--- src/rtl/bus_ep_pkg.sv ---
// Shared constants and helpers for the bus FIFO endpoint.
// Holds the destination-ID layout and the broadcast ID.
package bus_ep_pkg;

  localparam int unsigned ID_W      = 8;
  localparam int unsigned PKT_MAX_W = 256;
  localparam int unsigned STAT_W    = 16;

  localparam logic [ID_W-1:0] BCAST_ID = 8'hFF;

  // Destination ID sits in the top ID_W bits of a pkt_w-wide packet.
  function automatic logic [ID_W-1:0] pkt_id(input logic [PKT_MAX_W-1:0] pkt,
                                              input int unsigned         pkt_w);
    logic [PKT_MAX_W-1:0] shifted;
    shifted = pkt >> (pkt_w - ID_W);
    return shifted[ID_W-1:0];
  endfunction

endpackage

--- src/rtl/ep_sync_fifo.sv ---
// First-word-fall-through synchronous FIFO with an occupancy counter.
// A write while full is accepted only when a read frees a slot on the same edge.
module ep_sync_fifo #(
  parameter int unsigned width = 32,
  parameter int unsigned depth = 16
) (
  input  logic             clk,
  input  logic             rst_n,
  input  logic             wr,
  input  logic [width-1:0] din,
  input  logic             rd,
  output logic [width-1:0] dout,
  output logic             full,
  output logic             empty
);

  localparam int unsigned AW = $clog2(depth);
  localparam int unsigned CW = $clog2(depth + 1);

  logic [width-1:0] mem_q [depth];
  logic [AW-1:0]    wr_ptr_q, wr_ptr_d;
  logic [AW-1:0]    rd_ptr_q, rd_ptr_d;
  logic [CW-1:0]    cnt_q, cnt_d;
  logic             wr_ok, rd_ok;

  assign empty = (cnt_q == '0);
  assign full  = (cnt_q == CW'(depth));
  assign rd_ok = rd & ~empty;
  assign wr_ok = wr & (~full | rd_ok);

  // Head is forced to zero when empty so stale storage never leaks out.
  assign dout = empty ? '0 : mem_q[rd_ptr_q];

  // NOTE: every variable gets a default first so no path leaves it unassigned (no latch).
  always_comb begin
    wr_ptr_d = wr_ptr_q;
    rd_ptr_d = rd_ptr_q;
    cnt_d    = cnt_q;
    if (wr_ok) wr_ptr_d = wr_ptr_q + AW'(1);
    if (rd_ok) rd_ptr_d = rd_ptr_q + AW'(1);
    case ({wr_ok, rd_ok})
      2'b10:   cnt_d = cnt_q + CW'(1);
      2'b01:   cnt_d = cnt_q - CW'(1);
      default: cnt_d = cnt_q;
    endcase
  end

  // NOTE: state flops use non-blocking assignments so all of them update together at the edge.
  always_ff @(posedge clk or negedge rst_n) begin
    if (!rst_n) begin
      wr_ptr_q <= '0;
      rd_ptr_q <= '0;
      cnt_q    <= '0;
    end else begin
      wr_ptr_q <= wr_ptr_d;
      rd_ptr_q <= rd_ptr_d;
      cnt_q    <= cnt_d;
    end
  end

  // NOTE: storage has no reset; the zeroed count makes its contents unobservable.
  always_ff @(posedge clk) begin
    if (wr_ok) mem_q[wr_ptr_q] <= din;
  end

endmodule

--- src/rtl/bus_fifo_endpoint.sv ---
// Device-side bus endpoint: TX FIFO feeding the bus pull interface, RX FIFO behind an ID filter.
// Define ENDPOINT_STATS_EN to add saturating stat_tx/stat_rx/stat_drop counters.
module bus_fifo_endpoint
  import bus_ep_pkg::*;
#(
  parameter int unsigned pckg_sz = 32,
  parameter int unsigned depth   = 16,
  parameter logic [7:0]  MY_ID   = 8'd0
) (
  input  logic               clk,
  input  logic               reset,
  output logic               pndng,
  output logic [pckg_sz-1:0] D_pop,
  input  logic               pop,
  input  logic               push,
  input  logic [pckg_sz-1:0] D_push,
  input  logic               tx_wr,
  input  logic [pckg_sz-1:0] tx_data,
  output logic               tx_full,
  output logic               rx_valid,
  output logic [pckg_sz-1:0] rx_data,
  input  logic               rx_rd,
  output logic               err_pop,
  output logic               err_ovf
`ifdef ENDPOINT_STATS_EN
  ,
  output logic [STAT_W-1:0]  stat_tx,
  output logic [STAT_W-1:0]  stat_rx,
  output logic [STAT_W-1:0]  stat_drop
`endif
);

  logic            tx_empty, rx_empty, rx_full;
  logic [ID_W-1:0] push_id;
  logic            id_ok, rx_accept, rx_drop, rx_filtered, tx_pop_ok;
  logic            err_pop_q, err_pop_d, err_ovf_q, err_ovf_d;

  ep_sync_fifo #(.width(pckg_sz), .depth(depth)) u_tx_fifo (
    .clk  (clk),
    .rst_n(reset),
    .wr   (tx_wr),
    .din  (tx_data),
    .rd   (pop),
    .dout (D_pop),
    .full (tx_full),
    .empty(tx_empty)
  );

  ep_sync_fifo #(.width(pckg_sz), .depth(depth)) u_rx_fifo (
    .clk  (clk),
    .rst_n(reset),
    .wr   (rx_accept),
    .din  (D_push),
    .rd   (rx_rd),
    .dout (rx_data),
    .full (rx_full),
    .empty(rx_empty)
  );

  assign pndng    = ~tx_empty;
  assign rx_valid = ~rx_empty;
  assign err_pop  = err_pop_q;
  assign err_ovf  = err_ovf_q;

  // A read on the same edge makes room, so a full RX FIFO only drops without rx_rd.
  assign push_id     = pkt_id(PKT_MAX_W'(D_push), pckg_sz);
  assign id_ok       = (push_id == MY_ID) || (push_id == BCAST_ID);
  assign rx_accept   = push & id_ok;
  assign rx_drop     = rx_accept & rx_full & ~rx_rd;
  assign rx_filtered = push & ~id_ok;
  assign tx_pop_ok   = pop & ~tx_empty;

  always_comb begin
    err_pop_d = err_pop_q | (pop & tx_empty);
    err_ovf_d = err_ovf_q | rx_drop;
  end

  always_ff @(posedge clk or negedge reset) begin
    if (!reset) begin
      err_pop_q <= 1'b0;
      err_ovf_q <= 1'b0;
    end else begin
      err_pop_q <= err_pop_d;
      err_ovf_q <= err_ovf_d;
    end
  end

`ifdef ENDPOINT_STATS_EN
  logic [STAT_W-1:0] stat_tx_q, stat_tx_d;
  logic [STAT_W-1:0] stat_rx_q, stat_rx_d;
  logic [STAT_W-1:0] stat_drop_q, stat_drop_d;

  assign stat_tx   = stat_tx_q;
  assign stat_rx   = stat_rx_q;
  assign stat_drop = stat_drop_q;

  // Counters stick at all-ones rather than wrapping.
  always_comb begin
    stat_tx_d   = stat_tx_q;
    stat_rx_d   = stat_rx_q;
    stat_drop_d = stat_drop_q;
    if (tx_pop_ok && stat_tx_q != '1)
      stat_tx_d = stat_tx_q + STAT_W'(1);
    if (rx_accept && !rx_drop && stat_rx_q != '1)
      stat_rx_d = stat_rx_q + STAT_W'(1);
    if ((rx_drop || rx_filtered) && stat_drop_q != '1)
      stat_drop_d = stat_drop_q + STAT_W'(1);
  end

  always_ff @(posedge clk or negedge reset) begin
    if (!reset) begin
      stat_tx_q   <= '0;
      stat_rx_q   <= '0;
      stat_drop_q <= '0;
    end else begin
      stat_tx_q   <= stat_tx_d;
      stat_rx_q   <= stat_rx_d;
      stat_drop_q <= stat_drop_d;
    end
  end
`else
  logic unused_stats;
  assign unused_stats = tx_pop_ok ^ rx_filtered;
`endif

endmodule

--- config.mk ---
export PLATFORM = sky130hd
export DESIGN_NAME = bus_fifo_endpoint
export DESIGN_NICKNAME = d
export VERILOG_FILES = /design/src/rtl/bus_ep_pkg.sv /design/src/rtl/ep_sync_fifo.sv /design/src/rtl/bus_fifo_endpoint.sv
export SDC_FILE = /design/constraint.sdc
export NUM_CORES = 1
export LEC_CHECK = 0
export CAP_MARGIN = 30
export CORE_MARGIN = 8
export CORE_UTILIZATION = 44
export CTS_CLUSTER_SIZE = 20
export DETAILED_ROUTE_END_ITERATION = 10
export PLACE_DENSITY = 0.66
export SETUP_SLACK_MARGIN = 0.1
export SLEW_MARGIN = 20
export SYNTH_ARGS = -nofsm -noshare
export SYNTH_HDL_FRONTEND = slang
export SYNTH_SLANG_ARGS = --single-unit
--- constraint.sdc ---
create_clock -name clk -period 5.3 [get_ports clk]
set_input_delay 0.53 -clock clk [delete_from_list [all_inputs] [get_ports clk]]
set_output_delay 0.53 -clock clk [all_outputs]
set_load 0.005 [all_outputs]
==> summary.md <==
| Metric | Value |
|---|---|
| Status | `completed` |
| H-tree levels | `3` |
| Sequential Area | `31,470 sq um` |
| Commonest non-fill, non-tap cell in the layout | `edfxtp_1` |
| Die Span Y | `320.1 um` |
| Fin. Hold Viols | `0` |
| Hold crit path type | `flop to flop` |
| Max Root-Sink Buffers | `3` |
| Setup tns final | `0 ps` |
| Crit-path cells | `or4_1, o21ai_4, buf_4, nor2b_1, a221o_1, clkdlybuf4s50_1` |
| Syn_area_per_cell | `22.85 sq um` |
| Final Instance Area | `47,350 sq um` |
| First-pass GRT wire length | `132.7 mm` |
| Sink Count | `1,052` |
| CTS tree | `done` |
| Drt first-iter violations | `1,932` |
| Min-delay src | `err_pop` |
| Post-DP Area | `43,960 sq um` |
| CP Data Arrival Time | `3890 ps` |
| Yosys reg bits | `1,052` |
| Fin crit share | `0.8342` |
| Maximum VDD drop | `0.3678 mV` |
| Worst Hold Slack | `485.7 ps` |
| FP Rows | `111` |
| Startpoint Class | `flop` |
| Detailed placer's ending HPWL | `50.33 mm` |
| Leakage | `0.01495 uW` |
| Post-synth EDFFs | `1,024` |
| Die area | `102,500 sq um` |
| Total track usage | `0.1721` |
| Residual DRC | `0` |
| WHS Endpoint | `err_pop` |
| Final #Nets | `2,078` |
| Vias per inst | `5.774` |
| Multi-input logic area | `8886 sq um` |
| Via count | `18,853` |
| Worst r2r path cells | `12` |
| Final antenna-violating net count | `0` |
| Critical Path Fanout Max | `20` |
| Max-Cap Viols | `0` |
| Launching point of the worst reg2reg path | `u_rx_fifo.cnt_q[1]` |
| Fmax | `0.2262 GHz` |
| Initial antenna violation count | `4` |
| Distinct cell type count of the synthesized netlist | `54` |
| Pre-antenna DRT Iters | `5` |
| CP Capture Type | `output pin` |
| Layout cell share with drive strength beyond 1 | `0.2818` |
| CTS buffer count | `102` |
| Async SR Flop Fraction | `0.02662` |
| Worst reg2reg endpoint | `u_rx_fifo.cnt_q[4]` |
| Final Skew | `14.88 ps` |
| Final Wtd Congestion | `0.7382` |
| Slew @ Worst Pin | `989.8 ps` |
| Largest net degree at the start of global routing | `62` |
| Area Overhead vs Synth | `16.37%` |
| Placed Cells | `3,070` |
| Clk Latency, worst-skew pair | `650 ps` |
| Clk slew on worst S/H paths | `60 ps` |
| CORE AREA | `91,660 sq um` |
| Cells after Synth | `1,781` |
| Filler instances | `7,087` |
| Vias in the first global route | `20,187` |
| Setup crit start | `u_tx_fifo.cnt_q[1]` |
| R2R Setup Slk | `1920 ps` |
| CP Class | `flop to output pin` |
| Hold Path Depth | `1` |
| Post-cts sizing count | `0` |
| CTS root buffer | `clkbuf_16` |
| CP max stage cell | `o21ai_4` |
| Critical Path RT | `4770 ps` |
| Setup Viol. Count Final | `0` |
| Wire per inst | `27.25 um` |
| Most frequent cells in the layout | `edfxtp_1, mux4_2, clkdlybuf4s50_1` |
| Setup repair after global routing missed its margin | `no` |
| Slew HR | `0.3386` |
| Largest stage delay on the critical path | `820 ps` |
| Grt ovf | `0` |
| I/O pins | `139` |
| WL final | `88.96 mm` |
| Final min period | `4421 ps` |
| Synthesized net count | `1,869` |
| Synthesis warning total | `0` |
| P per Cell Area | `517.8 nW/um^2` |
| Port bufs | `138` |
| Die W | `320.1 um` |
| Final Non-Filler Cells | `3,265` |
| Slew Viols, Final | `0` |
| Seq/Total Area, Yosys | `0.7729` |
| Initial core utilization | `0.4439` |
| Synth Cell Area | `40,690 sq um` |
| Most common flop cell mapped by yosys | `edfxtp_1` |
-- kinds of logic (layout without fill, tap and decap cells) --
kind of cell | count (synthesis) | in the layout | synth area share
other | 0 | 3 | 0
adder cells (fa/ha/maj) | 18 | 18 | 0.005719
AO/OA/AOI/OAI | 97 | 97 | 0.02131
XOR/XNOR | 19 | 19 | 0.004090
AND/OR/NAND/NOR | 152 | 152 | 0.02217
multiplexers | 329 | 329 | 0.1618
flip-flops | 1052 | 1052 | 0.7729
buffers and inverters | 114 | 409 | 0.01205
-- layer usage --
layer | track usage | vias to the layer above | wire (um)
met2 | 0.3043 | 581 | 46550
met1 | 0.2197 | 10140 | 35500
met4 | 0.04740 | 2 | 2128
met3 | 0.02915 | 148 | 4761
met5 | 0 | - | 11
li1 | - | 7982 | -
-- final cells by class --
type | instances | area share
flip-flops and latches | 1052 | 0.6645
inverters | 20 | 0.001585
well taps | 1186 | 0.03134
multi-input cells | 615 | 0.1877
clock buffers | 128 | 0.05816
repair buffers | 199 | 0.04349
clock inverters | 62 | 0.01311
diodes | 3 | 0.0001585
-- how the worst max path moves through the flow --
stage / end / slack (ps)
global placement: u_rx_fifo.cnt_q[4] / 1300
detailed placement: u_rx_fifo.cnt_q[4] / 1280
CTS: D_pop[28] / 790
finish: D_pop[15] / 880
global route: D_pop[29] / 740
floorplan: u_tx_fifo.mem_q[0][0] / 610
-- stage by stage --
step | total power (uW) | util | setup slack (ps)
after floorplan | 14630 | - | 609.2
after global placement | 17460 | 0.4770 | 1299
after detailed placement | 17580 | 0.4796 | 1282
after CTS | 24840 | 0.5165 | 785.1
after global routing | 25520 | 0.5165 | 742.2
final | 24520 | 0.5166 | 878.9
-- sequential cells by signal, indices dropped and copies added (netlist names) --
register	cells
u_tx_fifo.rd_ptr_q	4
u_rx_fifo.rd_ptr_q	4
u_tx_fifo.mem_q	512
err_ovf	1
u_tx_fifo.wr_ptr_q	4
u_rx_fifo.cnt_q	5
err_pop	1
u_tx_fifo.cnt_q	5
u_rx_fifo.wr_ptr_q	4
u_rx_fifo.mem_q	512
-- critical path: cells and delay by family, from the launching register on --
kind / cells / cell delay (ps)
DFF: 1 / 400
buffers and inverters: 2 / 860
AOI/OAI and AO/OA: 2 / 1160
and+or+nand+nor: 2 / 830
-- synth_stat cells (all sizes together) (3+ instances only) --
master,number,share of area
edfxtp,1024,0.76
mux4,256,0.14
mux2,69,0.019
nor2b,66,0.010
a221o,63,0.015
clkbuf,49,0.0045
buf,45,0.0057
dfrtp,28,0.017
and3,21,0.0032
inv,20,0.0018
ha,17,0.0052
nor2,17,0.0016
xnor2,15,0.0032
o21ai,11,0.0014
nand2,9,0.00083
nand3,7,0.00086
nor4,7,0.0011
and2,5,0.00077
a21oi,4,0.00049
mux2i,4,0.00098
nand2b,4,0.00061
nand4,4,0.00061
xor2,4,0.00086
or2,3,0.00046
-- where the power goes --
group          switching [uW]  internal, uW
sequential                481          9630
combinational            3280          3880
clock                    2990          4260
total                    6750         17800
-- repair_timing --
action                    in CTS  in global routing
hold endpoints to repair      28                  0
hold buffers                   1                  0
buffers inserted               0                  0
Note: power is estimated with default switching activity, not from simulation.
